==> src/rtl/lsu_lbuff_ret_module.sv <==
// Load-buffer retirement tracker: mirrors the dispatch allocator's pointers, tracks done/commit
// per entry and retires completed loads strictly in order, up to four per cycle.
module lsu_lbuff_ret_module #(
    parameter int LDQ_DEPTH = 32,
    parameter int LDQ_ID_W  = 5
) (
    input  logic                clk,
    input  logic                rst_n,
    input  logic                i_csr_trap_flush,
    input  logic                i_exu_ls_flush,
    input  logic                i_exu_mis_flush,
    input  logic                i_rob_mis_ld_vld,
    input  logic [LDQ_ID_W-1:0] i_rob_mis_ld_id,
    input  logic [3:0]          i_dsp_wr_vld,
    input  logic [LDQ_ID_W-1:0] i_dsp_wr_id_0,
    input  logic [LDQ_ID_W-1:0] i_dsp_wr_id_1,
    input  logic [LDQ_ID_W-1:0] i_dsp_wr_id_2,
    input  logic [LDQ_ID_W-1:0] i_dsp_wr_id_3,
    input  logic [1:0]          i_lsu_done_vld,
    input  logic [LDQ_ID_W-1:0] i_lsu_done_id_0,
    input  logic [LDQ_ID_W-1:0] i_lsu_done_id_1,
    input  logic [3:0]          i_rob_cmt_vld,
    input  logic [LDQ_ID_W-1:0] i_rob_cmt_id_0,
    input  logic [LDQ_ID_W-1:0] i_rob_cmt_id_1,
    input  logic [LDQ_ID_W-1:0] i_rob_cmt_id_2,
    input  logic [LDQ_ID_W-1:0] i_rob_cmt_id_3,
    output logic [3:0]          o_ldq_ret_vld,
    output logic [LDQ_ID_W-1:0] o_ldq_head_id,
    output logic [LDQ_ID_W-1:0] o_ldq_tail_id,
    output logic [LDQ_ID_W:0]   o_ldq_cnt
);
    localparam int CNT_W = LDQ_ID_W + 1;

    logic [LDQ_DEPTH-1:0] vld_q, done_q, cmt_q;
    logic [LDQ_DEPTH-1:0] vld_nxt, done_nxt, cmt_nxt;
    logic [LDQ_DEPTH-1:0] entry_ok;
    logic [LDQ_ID_W-1:0]  head_q, tail_q, head_nxt, tail_nxt;
    logic [CNT_W-1:0]     cnt_q, cnt_nxt;
    logic [LDQ_ID_W-1:0]  wr_id [4];
    logic [LDQ_ID_W-1:0]  done_id [2];
    logic [LDQ_ID_W-1:0]  cmt_id [4];
    logic [3:0]           ret_vld;
    logic                 ret_chain;
    logic [2:0]           ret_num, wr_num;
    logic                 mis_fire;
    logic [LDQ_ID_W-1:0]  flush_span;

    function automatic logic [2:0] pop4(input logic [3:0] v);
        return 3'(v[0]) + 3'(v[1]) + 3'(v[2]) + 3'(v[3]);
    endfunction

    assign wr_id[0]   = i_dsp_wr_id_0;
    assign wr_id[1]   = i_dsp_wr_id_1;
    assign wr_id[2]   = i_dsp_wr_id_2;
    assign wr_id[3]   = i_dsp_wr_id_3;
    assign done_id[0] = i_lsu_done_id_0;
    assign done_id[1] = i_lsu_done_id_1;
    assign cmt_id[0]  = i_rob_cmt_id_0;
    assign cmt_id[1]  = i_rob_cmt_id_1;
    assign cmt_id[2]  = i_rob_cmt_id_2;
    assign cmt_id[3]  = i_rob_cmt_id_3;

    assign entry_ok   = vld_q & done_q & cmt_q;
    assign mis_fire   = (i_exu_ls_flush | i_exu_mis_flush) & i_rob_mis_ld_vld;
    assign flush_span = tail_q - i_rob_mis_ld_id;
    assign ret_num    = pop4(ret_vld);
    assign wr_num     = pop4(i_dsp_wr_vld);

    // In-order scan from head: a slot retires only if every older slot in the window retires too.
    always_comb begin
        ret_vld   = '0;
        ret_chain = 1'b1;
        for (int k = 0; k < 4; k++) begin
            ret_chain  = ret_chain & entry_ok[head_q + LDQ_ID_W'(k)];
            ret_vld[k] = ret_chain;
        end
    end

    always_comb begin
        vld_nxt  = vld_q;
        done_nxt = done_q;
        cmt_nxt  = cmt_q;
        for (int p = 0; p < 2; p++) begin
            if (i_lsu_done_vld[p] && vld_q[done_id[p]]) begin
                done_nxt[done_id[p]] = 1'b1;
            end
        end
        for (int k = 0; k < 4; k++) begin
            if (i_rob_cmt_vld[k] && vld_q[cmt_id[k]]) begin
                cmt_nxt[cmt_id[k]] = 1'b1;
            end
        end
        for (int k = 0; k < 4; k++) begin
            if (ret_vld[k]) begin
                vld_nxt[head_q + LDQ_ID_W'(k)]  = 1'b0;
                done_nxt[head_q + LDQ_ID_W'(k)] = 1'b0;
                cmt_nxt[head_q + LDQ_ID_W'(k)]  = 1'b0;
            end
        end
        if (!mis_fire) begin
            for (int k = 0; k < 4; k++) begin
                if (i_dsp_wr_vld[k]) begin
                    vld_nxt[wr_id[k]]  = 1'b1;
                    done_nxt[wr_id[k]] = 1'b0;
                    cmt_nxt[wr_id[k]]  = 1'b0;
                end
            end
        end else begin
            // Discard everything younger than the flush point, i.e. ids in [mis_ld_id, tail).
            for (int i = 0; i < LDQ_DEPTH; i++) begin
                if ((LDQ_ID_W'(i) - i_rob_mis_ld_id) < flush_span) begin
                    vld_nxt[i]  = 1'b0;
                    done_nxt[i] = 1'b0;
                    cmt_nxt[i]  = 1'b0;
                end
            end
        end
    end

    always_comb begin
        head_nxt = head_q + LDQ_ID_W'(ret_num);
        tail_nxt = tail_q + LDQ_ID_W'(wr_num);
        cnt_nxt  = cnt_q + CNT_W'(wr_num) - CNT_W'(ret_num);
        if (mis_fire) begin
            tail_nxt = i_rob_mis_ld_id;
            // An empty flush range must not collapse a full queue (head==tail) to zero.
            if (i_rob_mis_ld_id == tail_q) begin
                cnt_nxt = cnt_q - CNT_W'(ret_num);
            end else begin
                cnt_nxt = CNT_W'(i_rob_mis_ld_id - head_nxt);
            end
        end
    end

    always_ff @(posedge clk) begin
        if (!rst_n || i_csr_trap_flush) begin
            vld_q  <= '0;
            done_q <= '0;
            cmt_q  <= '0;
            head_q <= '0;
            tail_q <= '0;
            cnt_q  <= '0;
        end else begin
            vld_q  <= vld_nxt;
            done_q <= done_nxt;
            cmt_q  <= cmt_nxt;
            head_q <= head_nxt;
            tail_q <= tail_nxt;
            cnt_q  <= cnt_nxt;
        end
    end

    assign o_ldq_ret_vld = ret_vld;
    assign o_ldq_head_id = head_q;
    assign o_ldq_tail_id = tail_q;
    assign o_ldq_cnt     = cnt_q;

endmodule

==> config.mk <==
export PLATFORM = sky130hd
export DESIGN_NAME = lsu_lbuff_ret_module
export DESIGN_NICKNAME = d
export VERILOG_FILES = /design/src/rtl/lsu_lbuff_ret_module.sv
export SDC_FILE = /design/constraint.sdc
export NUM_CORES = 1
export LEC_CHECK = 0
export CAP_MARGIN = 30
export CORE_ASPECT_RATIO = 1.25
export CORE_MARGIN = 2
export CORE_UTILIZATION = 25
export CTS_CLUSTER_SIZE = 25
export DETAILED_ROUTE_END_ITERATION = 10
export DONT_BUFFER_PORTS = 1
export PLACE_DENSITY_LB_ADDON = 0.3
export SYNTH_ARGS = -nofsm -noshare
export SYNTH_HDL_FRONTEND = slang
export SYNTH_SLANG_ARGS = --single-unit
export TNS_END_PERCENT = 1
==> constraint.sdc <==
create_clock -name clk -period 5.6 [get_ports clk]
set_input_delay 0.56 -clock clk [delete_from_list [all_inputs] [get_ports clk]]
set_output_delay 0.56 -clock clk [all_outputs]
set_load 0.03 [all_outputs]
Word-level counts from Yosys, hierarchy flattened
Cells that the tools add are included.
{ "word_totals": {"regBits": 112, "input_bits": 71, "output_inout_bits": 20, "elab_cells": 371} }
{ "op_classes": {"addsub": 48, "order_cmp": 60, "n_eq_ne": 1, "muxes": 189, "bitwise": 45, "reduce_logical": 22} }
{ "op_table": {"columns": ["operator", "n"], "rows": [
  ["two-way mux 32 bit", 42],
  ["bitwise AND 32 bit", 22],
  ["bitwise OR 32 bit", 10],
  ["NOT 32 bit", 8],
  ["less-than comparator 5 bit", 32],
  ["two-way mux 1 bit", 120],
  ["less-than comparator 5 x 6 -> 1 bit, second input constant", 14],
  ["subtractor 5 bit, first input constant", 16],
  ["demux 1 bit (select 5 bit)", 14],
  [">= comparator 5 x 1 -> 1 bit, second input constant", 14],
  ["binary-select mux 1 bit (select 5 bit)", 10],
  ["subtractor 4 x 5 -> 5 bit, first input constant", 8],
  ["logical AND 1 bit", 20],
  ["subtractor 3 x 5 -> 5 bit, first input constant", 4],
  ["two-way mux 6 bit", 2],
  ["subtractor 6 x 3 -> 6 bit", 2],
  ["adder 5 x 2 -> 5 bit, second input constant", 2],
  ["adder 5 x 3 -> 5 bit", 2],
  ["subtractor 1 x 5 -> 5 bit, first input constant", 2],
  ["subtractor 2 x 5 -> 5 bit, first input constant", 2],
  ["adder 2 x 1 -> 3 bit", 2],
  ["adder 3 x 1 -> 3 bit", 2],
  ["adder 6 x 3 -> 6 bit", 1],
  ["subtractor 5 x 5 -> 6 bit", 1],
  ["9 further kinds", 13]
]} }

Logic depth before layout (Yosys ltp)
Gate-level depths: netlist of run 1.
{ "logic_depth": {"word_depth": 32, "mapped_depth": 27, "depth_no_buf": 24} }

Worst setup path after synthesis of run 1
No wires, ideal clock.
{ "synth_timing": {"path_kind": "register to register", "start": "register head_q[0] (netlist: o_ldq_head_id[0])", "end": "register cnt_q[5] (netlist: o_ldq_cnt[5])", "setup_ns": 0.065, "t_arrival_ns": 5.890, "required_ns": 5.535, "path_slack_ns": -0.355, "stages_incl_launch_ff": 26, "path_buffers": 3, "period_less_slack_ns": 5.955, "path_cell_list": "dfxtp_1 -> inv_1 -> buf_2 -> ha_1 -> buf_4 -> clkinv_1 -> buf_2 -> o2111ai_1 -> a41oi_1 -> a31oi_2 -> nand3_2 -> or3_1 -> a2111oi_2 -> a21o_1 -> ha_1 -> ha_1 -> inv_1 -> fa_1 -> ha_1 -> a21o_1 -> a21oi_1 -> o21bai_1 -> a211oi_1 -> a21oi_1 -> mux2_2 -> nor2_1"} }
{ "synth_between": {"elab_chain_len": 11, "elab_cells_between_ends": 23, "cone_classes": "add/sub (10); mux (10); bitwise (3)"} }
{ "synth_lines": {"columns": ["item", "line_no", "text"], "rows": [
  ["start, declared", "37", "logic [LDQ_ID_W-1:0] head_q, tail_q, head_nxt, tail_nxt;"],
  ["start signal, assigned", "147", "head_q <= head_nxt;"],
  ["adder 5 x 1 -> 5 bit", "74", "ret_chain = ret_chain & entry_ok[head_q + LDQ_ID_W'(k)];"],
  ["binary-select mux 1 bit (select 5 bit)", "74", null],
  ["two-way mux 1 bit (implied by the code)", "74", null],
  ["bitwise AND 1 bit (2 in a row)", "74", null],
  ["bitwise AND 1 bit *", "74", null],
  ["via ret_chain", "43", "logic ret_chain;"],
  ["adder 3 x 1 -> 3 bit *", "49", "return 3'(v[0]) + 3'(v[1]) + 3'(v[2]) + 3'(v[3]);"],
  ["adder 5 x 3 -> 5 bit", "121", "head_nxt = head_q + LDQ_ID_W'(ret_num);"],
  ["subtractor 5 x 5 -> 6 bit", "130", "cnt_nxt = CNT_W'(i_rob_mis_ld_id - head_nxt);"],
  ["two-way mux 6 bit", "127", "if (i_rob_mis_ld_id == tail_q) begin"],
  ["two-way mux 6 bit *", "124", "if (mis_fire) begin"],
  ["end signal, assigned", "149", "cnt_q <= cnt_nxt;"],
  ["end, declared", "38", "logic [CNT_W-1:0] cnt_q, cnt_nxt;"]
]} }
The timed path passes the listed nets; every way through them passes the cells marked *. The select of a mux whose other input is x is not followed.
A chain may end at the register's enable or synchronous reset.

Worst setup path after layout of run 1
{ "layout_timing": {"start": "register head_q[0] (netlist: o_ldq_head_id[0])", "end": "register cnt_q[5] (netlist: o_ldq_cnt[5])"} }
{ "layout_between": {"elab_chain_len": 11, "elab_cells_between_ends": 23, "cone_classes": "add/sub (10); mux (10); bitwise (3)"} }
{ "layout_lines": {"columns": ["item", "line_no"], "rows": [
  ["adder 5 x 1 -> 5 bit", "74"],
  ["binary-select mux 1 bit (select 5 bit)", "74"],
  ["two-way mux 1 bit (implied by the code)", "74"],
  ["bitwise AND 1 bit", "74"],
  ["adder 1 x 1 -> 2 bit / bitwise AND 1 bit (equally long branches)", "49, 74"],
  ["adder 2 x 1 -> 3 bit / bitwise AND 1 bit (equally long branches)", "49, 74"],
  ["adder 3 x 1 -> 3 bit", "49"],
  ["adder 5 x 3 -> 5 bit", "121"],
  ["subtractor 5 x 5 -> 6 bit", "130"],
  ["two-way mux 6 bit", "127"],
  ["two-way mux 6 bit *", "124"]
]} }
Every way passes the cells marked *; elsewhere a longest branch is shown, timed or not. The select of a mux whose other input is x is not followed.

==> impl_metrics.csv, run 1 <==
group,metric,value,unit
timing,max_freq,186.5,MHz
clock_tree,cts.path.max_buffers,2,
floorplan,floorplan.die.width,215.8,um
synth,synth.cell_area,14020,um^2
timing,maxSlewHeadroom,28.76,%
timing,worst_hold_slack,0.2922,ns
power_and_ir_drop,power_leakage,5.507,nW
synth,syn_inst,1738,
clock_tree,cts_num_sinks,112,
global_route,grt_antenna_before_repair,0,
setup_path,required,5.94,ns
drt,vias_per_cell,6.226,
placement,detailedPlace.worstSlack,0.1981,ns
drt,wire_per_inst,27.84,um
drt,detailroute.via_count,15400,
timing,fin_crit_sh,95.75,%
synth,synthesis.yosys.warnings,0,
cells_and_area,multiInputGateArea,10980,um^2
global_route,grt_overflow_total,0,
timing,period_needed,5.362,ns
placement,globalplace.congestion,1.038,
power_and_ir_drop,worst_ir_drop_vdd,0.1101,mV
setup_path,critical_path.n_buffers_inverters,1,
timing,final_number_of_hold_violating_endpoints,0,
setup_path,timing.critical_path.to_type,"flip-flop",
drt,detailedRoute.firstPassIterationCount,8,
floorplan,coreArea,55710,um^2
setup_path,path_cells,"ha_2 > xor2_4 > mux2_2 > a222oi_1 > a21o_1 > nand3_2 > or3_1 > a2111oi_4 > a21o_1 > ha_1 > ha_1 > fa_1 > inv_1 > ha_1 > a21o_1 > a21oi_1 > nor2b_1 > nor2_1 > o21bai_1 > xnor2_1 > mux2_2 > nor2_1",
floorplan,dieHeight,268.8,um
drt,drt-initial-drc-count,2298,
cells_and_area,fillCellCount,6032,
setup_path,timing.setup.critical_path_class,"reg -> reg",
cells_and_area,area_growth,10.86,%
hold_path,min_path_type,"in -> reg",
cells_and_area,final_layout_size_suffix_gt1_share,13.06,%
clock_tree,cts_tree,"yes",
clock_tree,postCtsHoldBufs,0,
placement,dpl.cell_count,2453,
synth,ys_dominant_reg_cell,"sky130_fd_sc_hd__dfxtp_1",
power_and_ir_drop,power_density,146.3,nW/um^2
placement,buffer_ports.inserted,0,
drt,drt_wl_total,68.86,mm
global_route,pin_count_of_the_biggest_net_entering_global_routing,54,
timing,drv_slew,0,
clock_tree,cts_bufs_inserted,9,
synth,portion_of_the_post_synthesis_area_used_by_sequential_elements,15.99,%
hold_path,timing.hold.worst_path_depth,2,
drt,drt_drc,0,
floorplan,fp.dieArea,58000,um^2
synth,synth_fp_nets,1929,
setup_path,cell_at_the_slowest_stage_of_the_critical_path,"sky130_fd_sc_hd__fa_1",
setup_path,path_max_fanout,10,
floorplan,io_pins,91,
setup_path,critical-path-max-stage-delay,0.56,ns
clock_tree,cts.root.buffer_cell,"sky130_fd_sc_hd__clkbuf_16",
setup_path,cp-start-kind,"flip-flop",
synth,synth.lib_cells_used.distinct,90,
timing,timing.final.setup_violations,0,
timing,worst_slack,0.2379,ns
synth,synth_area_per_cell,8.066,um^2
cells_and_area,antenna_cells_inserted,0,
global_route,via_count_of_the_first_global_routing_pass,14530,
timing,worst-slew-pin-transition,1.069,ns
clock_tree,clkSlewWorstSetupHoldPaths,0.09,ns
setup_path,critPathArrivalTime,5.70,ns
global_route,grt_first_pass_wirelength,99.32,mm
clock_tree,cts-htree-levels,3,
cells_and_area,seq_area,2252,um^2
floorplan,start_util,25.16,%
outcome,run_status,"completed",
timing,rsz0062_at_grt,"false",
synth,async_flop_share,0,%
cells_and_area,finalNonFillerCells,2473,
global_route,gr-usage-all-layers,23.07,%
timing,totalNegativeSetupSlack,0,ns
setup_path,timing.critical_path.depth,22,
drt,route.antenna.remaining_nets,0,
flow_run,max_cap_violations,0,
cells_and_area,count_of_nets_after_finishing,1917,
floorplan,placement_rows,97,
timing,finalClockSkew,0.02282,ns
hold_path,min_from,"i_rob_mis_ld_id[3]",
synth,yosys_register_bits,112,
setup_path,startpoint_of_the_most_critical_register_to_register_path,"o_ldq_head_id[0]",
setup_path,path_delay_family,"adder cells",
synth,synth-edff-count,0,
setup_path,critPathLaunch,"o_ldq_head_id[0]",
setup_path,rr_worst_depth,22,
clock_tree,worst_skew_pair.late_latency,0.40,ns
placement,dpl.hpwl,55.44,mm
Yosys cell counts, types with 14 or more instances:
| cell | n | area share [%] |
|---|---|---|
| sky130_fd_sc_hd__a21oi_1 | 70 | 2.5 |
| sky130_fd_sc_hd__nor2_1 | 121 | 3.2 |
| sky130_fd_sc_hd__inv_1 | 99 | 2.7 |
| sky130_fd_sc_hd__nor2b_1 | 39 | 1.7 |
| sky130_fd_sc_hd__and2_1 | 33 | 1.5 |
| sky130_fd_sc_hd__mux2i_1 | 16 | 1.1 |
| sky130_fd_sc_hd__clkbuf_1 | 59 | 1.6 |
| sky130_fd_sc_hd__a21o_1 | 20 | 1.1 |
| sky130_fd_sc_hd__o221ai_1 | 16 | 1.0 |
| sky130_fd_sc_hd__o22ai_1 | 70 | 3.1 |
| sky130_fd_sc_hd__mux4_2 | 59 | 9.5 |
| sky130_fd_sc_hd__a211oi_1 | 27 | 1.4 |
| sky130_fd_sc_hd__o21a_1 | 14 | 0.75 |
| sky130_fd_sc_hd__xor2_1 | 15 | 0.94 |
| sky130_fd_sc_hd__a221oi_1 | 55 | 3.4 |
| sky130_fd_sc_hd__ha_1 | 111 | 9.9 |
| sky130_fd_sc_hd__nor3_1 | 34 | 1.2 |
| sky130_fd_sc_hd__nand3b_1 | 26 | 1.4 |
| sky130_fd_sc_hd__nand3_1 | 63 | 2.2 |
| sky130_fd_sc_hd__buf_1 | 23 | 0.62 |
| sky130_fd_sc_hd__xnor2_1 | 35 | 2.2 |
| sky130_fd_sc_hd__o211ai_1 | 14 | 0.75 |
| sky130_fd_sc_hd__a32oi_1 | 32 | 2.0 |
| sky130_fd_sc_hd__nand2_1 | 122 | 3.3 |
| sky130_fd_sc_hd__a22oi_1 | 15 | 0.80 |
| sky130_fd_sc_hd__and3_1 | 35 | 1.6 |
| sky130_fd_sc_hd__dfxtp_1 | 112 | 16 |
| sky130_fd_sc_hd__o21ai_0 | 76 | 2.7 |
| sky130_fd_sc_hd__a21boi_0 | 16 | 0.86 |
| sky130_fd_sc_hd__or3_1 | 16 | 0.71 |
| sky130_fd_sc_hd__buf_2 | 18 | 0.64 |
| sky130_fd_sc_hd__o2111ai_1 | 16 | 1.0 |
| sky130_fd_sc_hd__nand4_1 | 40 | 1.8 |
metal layers:
| layer | wire [um] | global-route usage, % | share of wire, % | vias up |
|---|---|---|---|---|
| met3 | 6794 | 3.993 | 9.9 | 215 |
| met5 | 0 | 0 | 0 | - |
| li1 | - | - | - | 6744 |
| met2 | 32160 | 38.74 | 47 | 1032 |
| met4 | 4905 | 14.48 | 7.1 | 0 |
| met1 | 25000 | 27.39 | 36 | 7405 |
final cells by class:
| class | instances | area share [%] |
|---|---|---|
| Clock buffer | 11 | 1.634 |
| Clock inverter | 5 | 0.2818 |
| Inverter | 100 | 2.439 |
| Multi-Input combinational cell | 1415 | 70.62 |
| Sequential cell | 112 | 14.49 |
| Tap cell | 742 | 5.974 |
| Timing Repair Buffer | 88 | 4.557 |
cells by family (layout without fill, tap and decap cells):
family,after synthesis,count (layout),synth area share [%]
fa+ha+maj,120,120,11.19
buf+inv,211,204,6.185
mux,80,80,11.02
flops,112,112,15.99
simple gates,599,599,22.88
xor+xnor,52,52,3.436
compound gates,564,564,29.28
placed cells by master, fill, tap and decap left out, types with 16 or more instances in the layout:
master and instances:
sky130_fd_sc_hd__nand3_1 60, sky130_fd_sc_hd__o21ai_0 76, sky130_fd_sc_hd__nand3b_1 26, sky130_fd_sc_hd__a21o_1 20
sky130_fd_sc_hd__ha_1 109, sky130_fd_sc_hd__nand2_1 122, sky130_fd_sc_hd__a221oi_1 55, sky130_fd_sc_hd__and3_1 35
sky130_fd_sc_hd__dfxtp_1 108, sky130_fd_sc_hd__nor2_1 121, sky130_fd_sc_hd__o22ai_1 70, sky130_fd_sc_hd__buf_4 81
sky130_fd_sc_hd__a21oi_1 70, sky130_fd_sc_hd__a211oi_1 26, sky130_fd_sc_hd__xnor2_1 33, sky130_fd_sc_hd__a32oi_1 32
sky130_fd_sc_hd__mux2i_1 16, sky130_fd_sc_hd__nand4_1 40, sky130_fd_sc_hd__nor3_1 34, sky130_fd_sc_hd__a21boi_0 16
sky130_fd_sc_hd__and2_1 33, sky130_fd_sc_hd__inv_1 99, sky130_fd_sc_hd__o2111ai_1 16, sky130_fd_sc_hd__o221ai_1 16
sky130_fd_sc_hd__or3_1 16, sky130_fd_sc_hd__nor2b_1 39, sky130_fd_sc_hd__mux4_2 59
flip-flops by register name, summed over array words and instances, names as in the netlist:
| register | flops |
|---|---|
| cmt_q | 32 |
| o_ldq_tail_id | 5 |
| o_ldq_head_id | 5 |
| vld_q | 32 |
| done_q | 32 |
| o_ldq_cnt | 6 |
where the power goes:
group	internal [W]	switching (W)
Combinational	0.000290	0.000437
Sequential	0.000806	0.0000348
Clock	0.000338	0.000368
what timing repair did:
| action | CTS | global route |
|---|---|---|
| resized for setup | 0 | 16 |
| setup buffers | 0 | 2 |
| setup endpoints to repair | 0 | 2 |
through the flow:
stage	utilization [%]	power, W	instance area, um^2
2_1_floorplan	-	0.001383	14020
3_3_place_gp	27.13	0.001569	15110
3_5_place_dp	27.14	0.001581	15120
4_1_cts	27.68	0.002277	15420
5_1_grt	27.90	0.002394	15540
6_report	27.90	0.002274	15540
worst paths after layout:
kind | end | slack, ns
worst max register to register | o_ldq_cnt[5] | 0.24
worst min register to register | done_q[5] | 0.52
worst max-delay path | o_ldq_cnt[5] | 0.24
worst min-delay path | o_ldq_tail_id[3] | 0.29
Power figures use the tool's default switching activity.
==> run 2: changes to the inputs <==
Settings changed: CORE_UTILIZATION 25 to 33, PLACE_DENSITY set to 0.47, PLACE_DENSITY_LB_ADDON 0.3 to unset, SETUP_SLACK_MARGIN set to 0.2.
==> run 2 against run 1 <==
- power increased by 1.8%
- die area decreased by 24%
- clock-buffer cell count unchanged
- maximum frequency increased by 3.3%
- routed wire length increased by 1.9%
- clock power increased by 6.2%
- largest cell class unchanged
- design area decreased by 0.83%
- combinational power about the same
==> impl_metrics.csv, run 2 (synthesis results as in run 1) <==
group,metric,value,unit
setup_path,required,5.93,ns
floorplan,start_util,33.35,%
global_route,grt_first_pass_wirelength,101.1,mm
floorplan,floorplan.die.width,188.3,um
clock_tree,worst_skew_pair.late_latency,0.39,ns
setup_path,most_frequent_cp_cell,"sky130_fd_sc_hd__ha_1",
floorplan,fp.dieArea,44150,um^2
drt,route.antenna.remaining_nets,0,
floorplan,coreArea,42040,um^2
cells_and_area,highest_count_cells_in_the_layout_ignoring_fill_and_taps,"sky130_fd_sc_hd__nand2_1 (122), sky130_fd_sc_hd__nor2_1 (121), sky130_fd_sc_hd__dfxtp_1 (108)",
global_route,gr-usage-all-layers,31.24,%
clock_tree,clkSlewWorstSetupHoldPaths,0.08,ns
timing,worst-slew-pin-transition,1.101,ns
cells_and_area,final_common_cell,"sky130_fd_sc_hd__nand2_1",
power_and_ir_drop,power_density,150.1,nW/um^2
hold_path,min_delay_worst_endpoint,"o_ldq_tail_id[0]",
clock_tree,cts-htree-levels,3,
placement,buffer_ports.inserted,0,
clock_tree,cts.path.max_buffers,2,
drt,vias_per_cell,6.659,
drt,drt_wl_total,70.17,mm
placement,globalplace.congestion,1.043,
cells_and_area,count_of_nets_after_finishing,1918,
timing,period_needed,5.190,ns
cells_and_area,reg.largest.list,"cmt_q x32, done_q x32, vld_q x32",
clock_tree,cts_num_sinks,112,
drt,drt-initial-drc-count,1615,
drt,wire_per_inst,30.62,um
setup_path,critical-path-max-stage-delay,0.58,ns
timing,fin_crit_sh,92.67,%
outcome,run_status,"completed",
hold_path,min_path_type,"in -> reg",
floorplan,io_pins,91,
timing,rsz0062_at_grt,"false",
clock_tree,cts.root.buffer_cell,"sky130_fd_sc_hd__clkbuf_16",
cells_and_area,final_layout_size_suffix_gt1_share,13.68,%
clock_tree,postCtsHoldBufs,0,
setup_path,timing.setup.critical_path_class,"reg -> reg",
drt,drt_drc,0,
global_route,grt_antenna_before_repair,3,
timing,maxSlewHeadroom,25.83,%
setup_path,rr_worst_depth,21,
timing,drv_slew,0,
floorplan,dieHeight,234.4,um
hold_path,timing.hold.worst_path_depth,2,
hold_path,min_from,"i_rob_mis_ld_id[0]",
clock_tree,cts_bufs_inserted,9,
power_and_ir_drop,worst_ir_drop_vdd,0.1584,mV
setup_path,critPathLaunch,"o_ldq_head_id[1]",
setup_path,reg2reg_slack,0.41,ns
drt,detailroute.via_count,15260,
setup_path,cell_at_the_slowest_stage_of_the_critical_path,"sky130_fd_sc_hd__fa_2",
global_route,grt_overflow_total,0,
timing,worst_slack,0.4105,ns
setup_path,timing.critical_path.to_type,"flip-flop",
timing,finalClockSkew,0.009899,ns
placement,detailedPlace.worstSlack,0.1992,ns
timing,totalNegativeSetupSlack,0,ns
setup_path,path_max_fanout,4,
global_route,pin_count_of_the_biggest_net_entering_global_routing,46,
setup_path,r2r_end,"o_ldq_cnt[5]",
flow_run,max_cap_violations,0,
floorplan,placement_rows,84,
drt,detailedRoute.firstPassIterationCount,6,
setup_path,cp-start-kind,"flip-flop",
global_route,via_count_of_the_first_global_routing_pass,14560,
placement,dpl.hpwl,56.34,mm
clock_tree,cts_tree,"yes",
setup_path,path_cells,"clkinvlp_4 > ha_4 > xnor2_4 > mux4_2 > and2_1 > a211o_1 > a21oi_2 > a2111oi_4 > a21o_1 > ha_1 > ha_1 > inv_1 > fa_2 > ha_1 > a21o_1 > a21oi_2 > o21bai_1 > a211oi_2 > a21oi_1 > mux2_2 > nor2_1",
timing,max_freq,192.7,MHz
cells_and_area,area_growth,9.943,%
timing,final_number_of_hold_violating_endpoints,0,
setup_path,critPathArrivalTime,5.52,ns
power_and_ir_drop,power_leakage,5.539,nW
setup_path,startpoint_of_the_most_critical_register_to_register_path,"o_ldq_head_id[1]",
timing,timing.final.setup_violations,0,
-- run 2: final cells by class --
class                   instances  area (um^2)
clock buffers                  11        252.7
multi-input cells            1415        11050
clock inverters                 5        82.58
well taps                     559        699.4
fillers                      4414        26630
diodes                          1        2.502
repair buffers                 89        693.2
inverters                     100        381.6
flip-flops and latches        112         2255
-- run 2: layer usage --
| layer | routed length (um) | global-route usage [%] |
|---|---|---|
| met1 | 26570 | 36.10 |
| met3 | 5237 | 6.023 |
| met5 | 13 | 0 |
| met2 | 33360 | 53.53 |
| met4 | 4987 | 19.36 |
-- run 2: worst max path at each step --
stage	cells after the start	slack [ns]	to
after CTS	21	0.20	o_ldq_cnt[5]
after global placement	21	0.28	o_ldq_cnt[5]
after global routing	21	0.13	o_ldq_cnt[5]
final	21	0.41	o_ldq_cnt[5]
after floorplan	25	0.21	o_ldq_cnt[5]
after detailed placement	21	0.20	o_ldq_cnt[5]
-- run 2: stage by stage --
stage	instance area (um^2)	utilization, %	hold WS (ns)	std cells	power (W)
3_3_place_gp	14880	35.40	0.4897	2268	0.001567
2_1_floorplan	14040	-	0.4687	1738	0.001383
3_5_place_dp	14890	35.43	0.4935	2269	0.001576
5_1_grt	15410	36.65	0.3184	2291	0.002444
6_report	15410	36.66	0.3073	2292	0.002314
4_1_cts	15230	36.23	0.2935	2285	0.002318
-- run 2: repair_timing --
| item | 4_1_cts | 5_1_grt |
|---|---|---|
| setup buffers | 0 | 5 |
| endpoints found under the setup margin | 1 | 3 |
| resized for setup | 1 | 24 |
| pin swaps | 0 | 8 |
-- run 2: report_power, final --
group / switching, W / internal (W)
registers: 0.0000302 / 0.000805
clock network: 0.000365 / 0.000385
logic: 0.000442 / 0.000287
total: 0.000836 / 0.00148
-- run 2: worst max-delay path, delay by kind of cell, from the launching register on --
| kind | cells | cell delay [ns] |
|---|---|---|
| fa+ha+maj | 5 | 1.59 |
| compound gates | 9 | 1.49 |
| simple gates | 2 | 0.26 |
| mux | 2 | 0.87 |
| flops | 1 | 0.41 |
| buf+inv | 2 | 0.29 |
| xor+xnor | 1 | 0.22 |
==> run 3: changes to the inputs <==
Settings changed: PLACE_DENSITY 0.47 to 0.46.
Clock period 5.6 ns to 5.7 ns, I/O delays scaled along.
==> run 3 against run 2 <==
- design area decreased by 0.39%
- global-route usage decreased by 0.40 points
- sequential power decreased by 1%
- largest cell class unchanged
==> impl_metrics.csv, run 3 (synthesis results as in run 1) <==
group,metric,value,unit
outcome,run_status,"completed",
timing,finalClockSkew,0.01885,ns
global_route,pin_count_of_the_biggest_net_entering_global_routing,51,
drt,vias_per_cell,6.657,
clock_tree,clkSlewWorstSetupHoldPaths,0.09,ns
setup_path,reg2reg_slack,0.40,ns
timing,rsz0062_at_grt,"false",
floorplan,fp.dieArea,44150,um^2
setup_path,critPathArrivalTime,5.64,ns
global_route,grt_first_pass_wirelength,99.58,mm
cells_and_area,final_common_cell,"sky130_fd_sc_hd__nand2_1",
floorplan,io_pins,91,
drt,drt-initial-drc-count,1757,
setup_path,timing.critical_path.to_type,"flip-flop",
cells_and_area,antenna_cells_inserted,0,
global_route,via_count_of_the_first_global_routing_pass,14210,
power_and_ir_drop,total_switching_power,0.0008593,W
cells_and_area,final_core_util,36.52,%
cells_and_area,highest_count_cells_in_the_layout_ignoring_fill_and_taps,"sky130_fd_sc_hd__nand2_1 (122), sky130_fd_sc_hd__nor2_1 (121), sky130_fd_sc_hd__dfxtp_1 (108)",
timing,drv_slew,0,
power_and_ir_drop,clock_power_share,31.7,%
timing,period_needed,5.298,ns
cells_and_area,area_growth,9.514,%
clock_tree,worst_skew_pair.late_latency,0.40,ns
global_route,grt_overflow_total,0,
setup_path,cp-start-kind,"flip-flop",
hold_path,min_path_type,"in -> reg",
drt,route.antenna.remaining_nets,0,
setup_path,path_max_fanout,5,
clock_tree,cts-htree-levels,3,
power_and_ir_drop,finalPower,0.002262,W
setup_path,timing.setup.critical_path_class,"reg -> reg",
clock_tree,cts_tree,"yes",
power_and_ir_drop,worst_ir_drop_vdd,0.1500,mV
drt,detailedRoute.firstPassIterationCount,6,
timing,timing.final.setup_violations,0,
power_and_ir_drop,cell_internal_pwr,0.001403,W
hold_path,min_delay_worst_endpoint,"o_ldq_tail_id[3]",
power_and_ir_drop,pwr-share-seq,36.4,%
timing,worst_hold_slack,0.3059,ns
global_route,grt_antenna_before_repair,1,
drt,detailroute.via_count,15190,
setup_path,startpoint_of_the_most_critical_register_to_register_path,"o_ldq_head_id[0]",
power_and_ir_drop,power_density,147.3,nW/um^2
cells_and_area,reg.largest.list,"cmt_q x32, done_q x32, vld_q x32",
timing,final_number_of_hold_violating_endpoints,0,
floorplan,dieHeight,234.4,um
placement,buffer_ports.inserted,0,
clock_tree,cts.path.max_buffers,2,
setup_path,r2r_end,"o_ldq_cnt[5]",
cells_and_area,count_of_nets_after_finishing,1909,
power_and_ir_drop,swShare,37.99,%
placement,globalplace.congestion,1.006,
clock_tree,cts.root.buffer_cell,"sky130_fd_sc_hd__clkbuf_16",
timing,worst-slew-pin-transition,1.057,ns
drt,drt_drc,0,
drt,wire_per_inst,30.67,um
power_and_ir_drop,power_leakage,5.495,nW
hold_path,min_from,"i_rob_mis_ld_id[3]",
power_and_ir_drop,power.combinational.fraction,31.9,%
clock_tree,postCtsHoldBufs,0,
timing,max_freq,188.7,MHz
cells_and_area,final_layout_size_suffix_gt1_share,13.00,%
clock_tree,cts_num_sinks,112,
timing,maxSlewHeadroom,29.17,%
global_route,gr-usage-all-layers,30.84,%
floorplan,start_util,33.35,%
setup_path,rr_worst_depth,22,
floorplan,placement_rows,84,
floorplan,floorplan.die.width,188.3,um
floorplan,coreArea,42040,um^2
hold_path,timing.hold.worst_path_depth,2,
flow_run,max_cap_violations,0,
clock_tree,cts_bufs_inserted,9,
setup_path,required,6.04,ns
drt,drt_wl_total,70.00,mm
placement,dpl.hpwl,55.92,mm
timing,totalNegativeSetupSlack,0,ns
timing,fin_crit_sh,92.95,%
run 3: cell types whose count changed in the layout (fill, tap and decap cells not counted), sizes merged:
cell           delta
diode             -1
clkinvlp          +1
clkdlybuf4s18     -1
buf               -8
clkbuf            -2
inv               +2
bufinv            -1
run 3: routing by layer:
metal | vias up | share of wire (%) | track usage (%)
li1 | 6727 | - | -
met1 | 7450 | 38 | 35.88
met2 | 830 | 49 | 54.65
met3 | 185 | 7.2 | 5.083
met4 | 0 | 5.8 | 16.09
met5 | - | 0 | 0
run 3: worst max-delay path by stage:
| stage | start | end | slack [ns] | cells past startpoint |
|---|---|---|---|---|
| 3_3_place_gp | o_ldq_head_id[0] | o_ldq_cnt[5] | 0.36 | 23 |
| 2_1_floorplan | o_ldq_head_id[0] | o_ldq_cnt[5] | 0.23 | 25 |
| 5_1_grt | o_ldq_head_id[0] | o_ldq_cnt[5] | 0.15 | 22 |
| 6_report | o_ldq_head_id[0] | o_ldq_cnt[5] | 0.40 | 22 |
| 4_1_cts | o_ldq_head_id[0] | o_ldq_cnt[5] | 0.28 | 23 |
| 3_5_place_dp | o_ldq_head_id[0] | o_ldq_cnt[5] | 0.33 | 23 |
run 3: layout make-up:
| cell class | instances | area [um^2] |
|---|---|---|
| clock buffers | 9 | 225.2 |
| clock inverters | 7 | 96.34 |
| fillers | 4427 | 26690 |
| inverters | 100 | 385.4 |
| multi-input cells | 1415 | 11020 |
| flip-flops and latches | 112 | 2252 |
| well taps | 559 | 699.4 |
| repair buffers | 80 | 678.2 |
run 3: power groups by stage:
| stage | logic [W] | registers, W | clock network [W] |
|---|---|---|---|
| finish | 0.000721 | 0.000823 | 0.000718 |
| global route | 0.000803 | 0.000825 | 0.000748 |
| CTS | 0.000717 | 0.000823 | 0.000728 |
| detailed placement | 0.000712 | 0.000841 | 0 |
| global placement | 0.000702 | 0.000842 | 0 |
| floorplan | 0.000522 | 0.000836 | 0 |
run 3: repair_timing:
item | in CTS | in global routing
resized for setup | 0 | 21
hold endpoints to repair | 0 | 0
setup endpoints to repair | 0 | 3
buffers inserted | 0 | 5
run 3: per-stage QoR:
stage | area [um^2] | setup WS (ns) | cells
after CTS | 15180 | 0.2782 | 2276
after global placement | 14850 | 0.3592 | 2260
after detailed placement | 14850 | 0.3288 | 2260
final | 15350 | 0.4019 | 2282
after floorplan | 14040 | 0.2253 | 1738
after global routing | 15350 | 0.1474 | 2282
run 3: critical path, cell delays in order (launching register included):
cell,delay [ns]
sky130_fd_sc_hd__dfxtp_4,0.38
sky130_fd_sc_hd__buf_6,0.16
sky130_fd_sc_hd__clkinvlp_4,0.18
sky130_fd_sc_hd__ha_2,0.28
sky130_fd_sc_hd__xnor2_4,0.21
sky130_fd_sc_hd__mux4_2,0.57
sky130_fd_sc_hd__and2_1,0.19
sky130_fd_sc_hd__a211o_1,0.29
sky130_fd_sc_hd__a21oi_2,0.18
sky130_fd_sc_hd__a2111oi_4,0.08
sky130_fd_sc_hd__a21o_1,0.20
sky130_fd_sc_hd__ha_1,0.19
sky130_fd_sc_hd__ha_1,0.34
sky130_fd_sc_hd__inv_1,0.09
sky130_fd_sc_hd__fa_2,0.59
sky130_fd_sc_hd__ha_1,0.24
sky130_fd_sc_hd__a21o_1,0.15
sky130_fd_sc_hd__a21oi_1,0.18
sky130_fd_sc_hd__o21bai_1,0.09
sky130_fd_sc_hd__a211oi_2,0.21
sky130_fd_sc_hd__a21oi_1,0.05
sky130_fd_sc_hd__mux2_2,0.31
sky130_fd_sc_hd__nor2_1,0.07
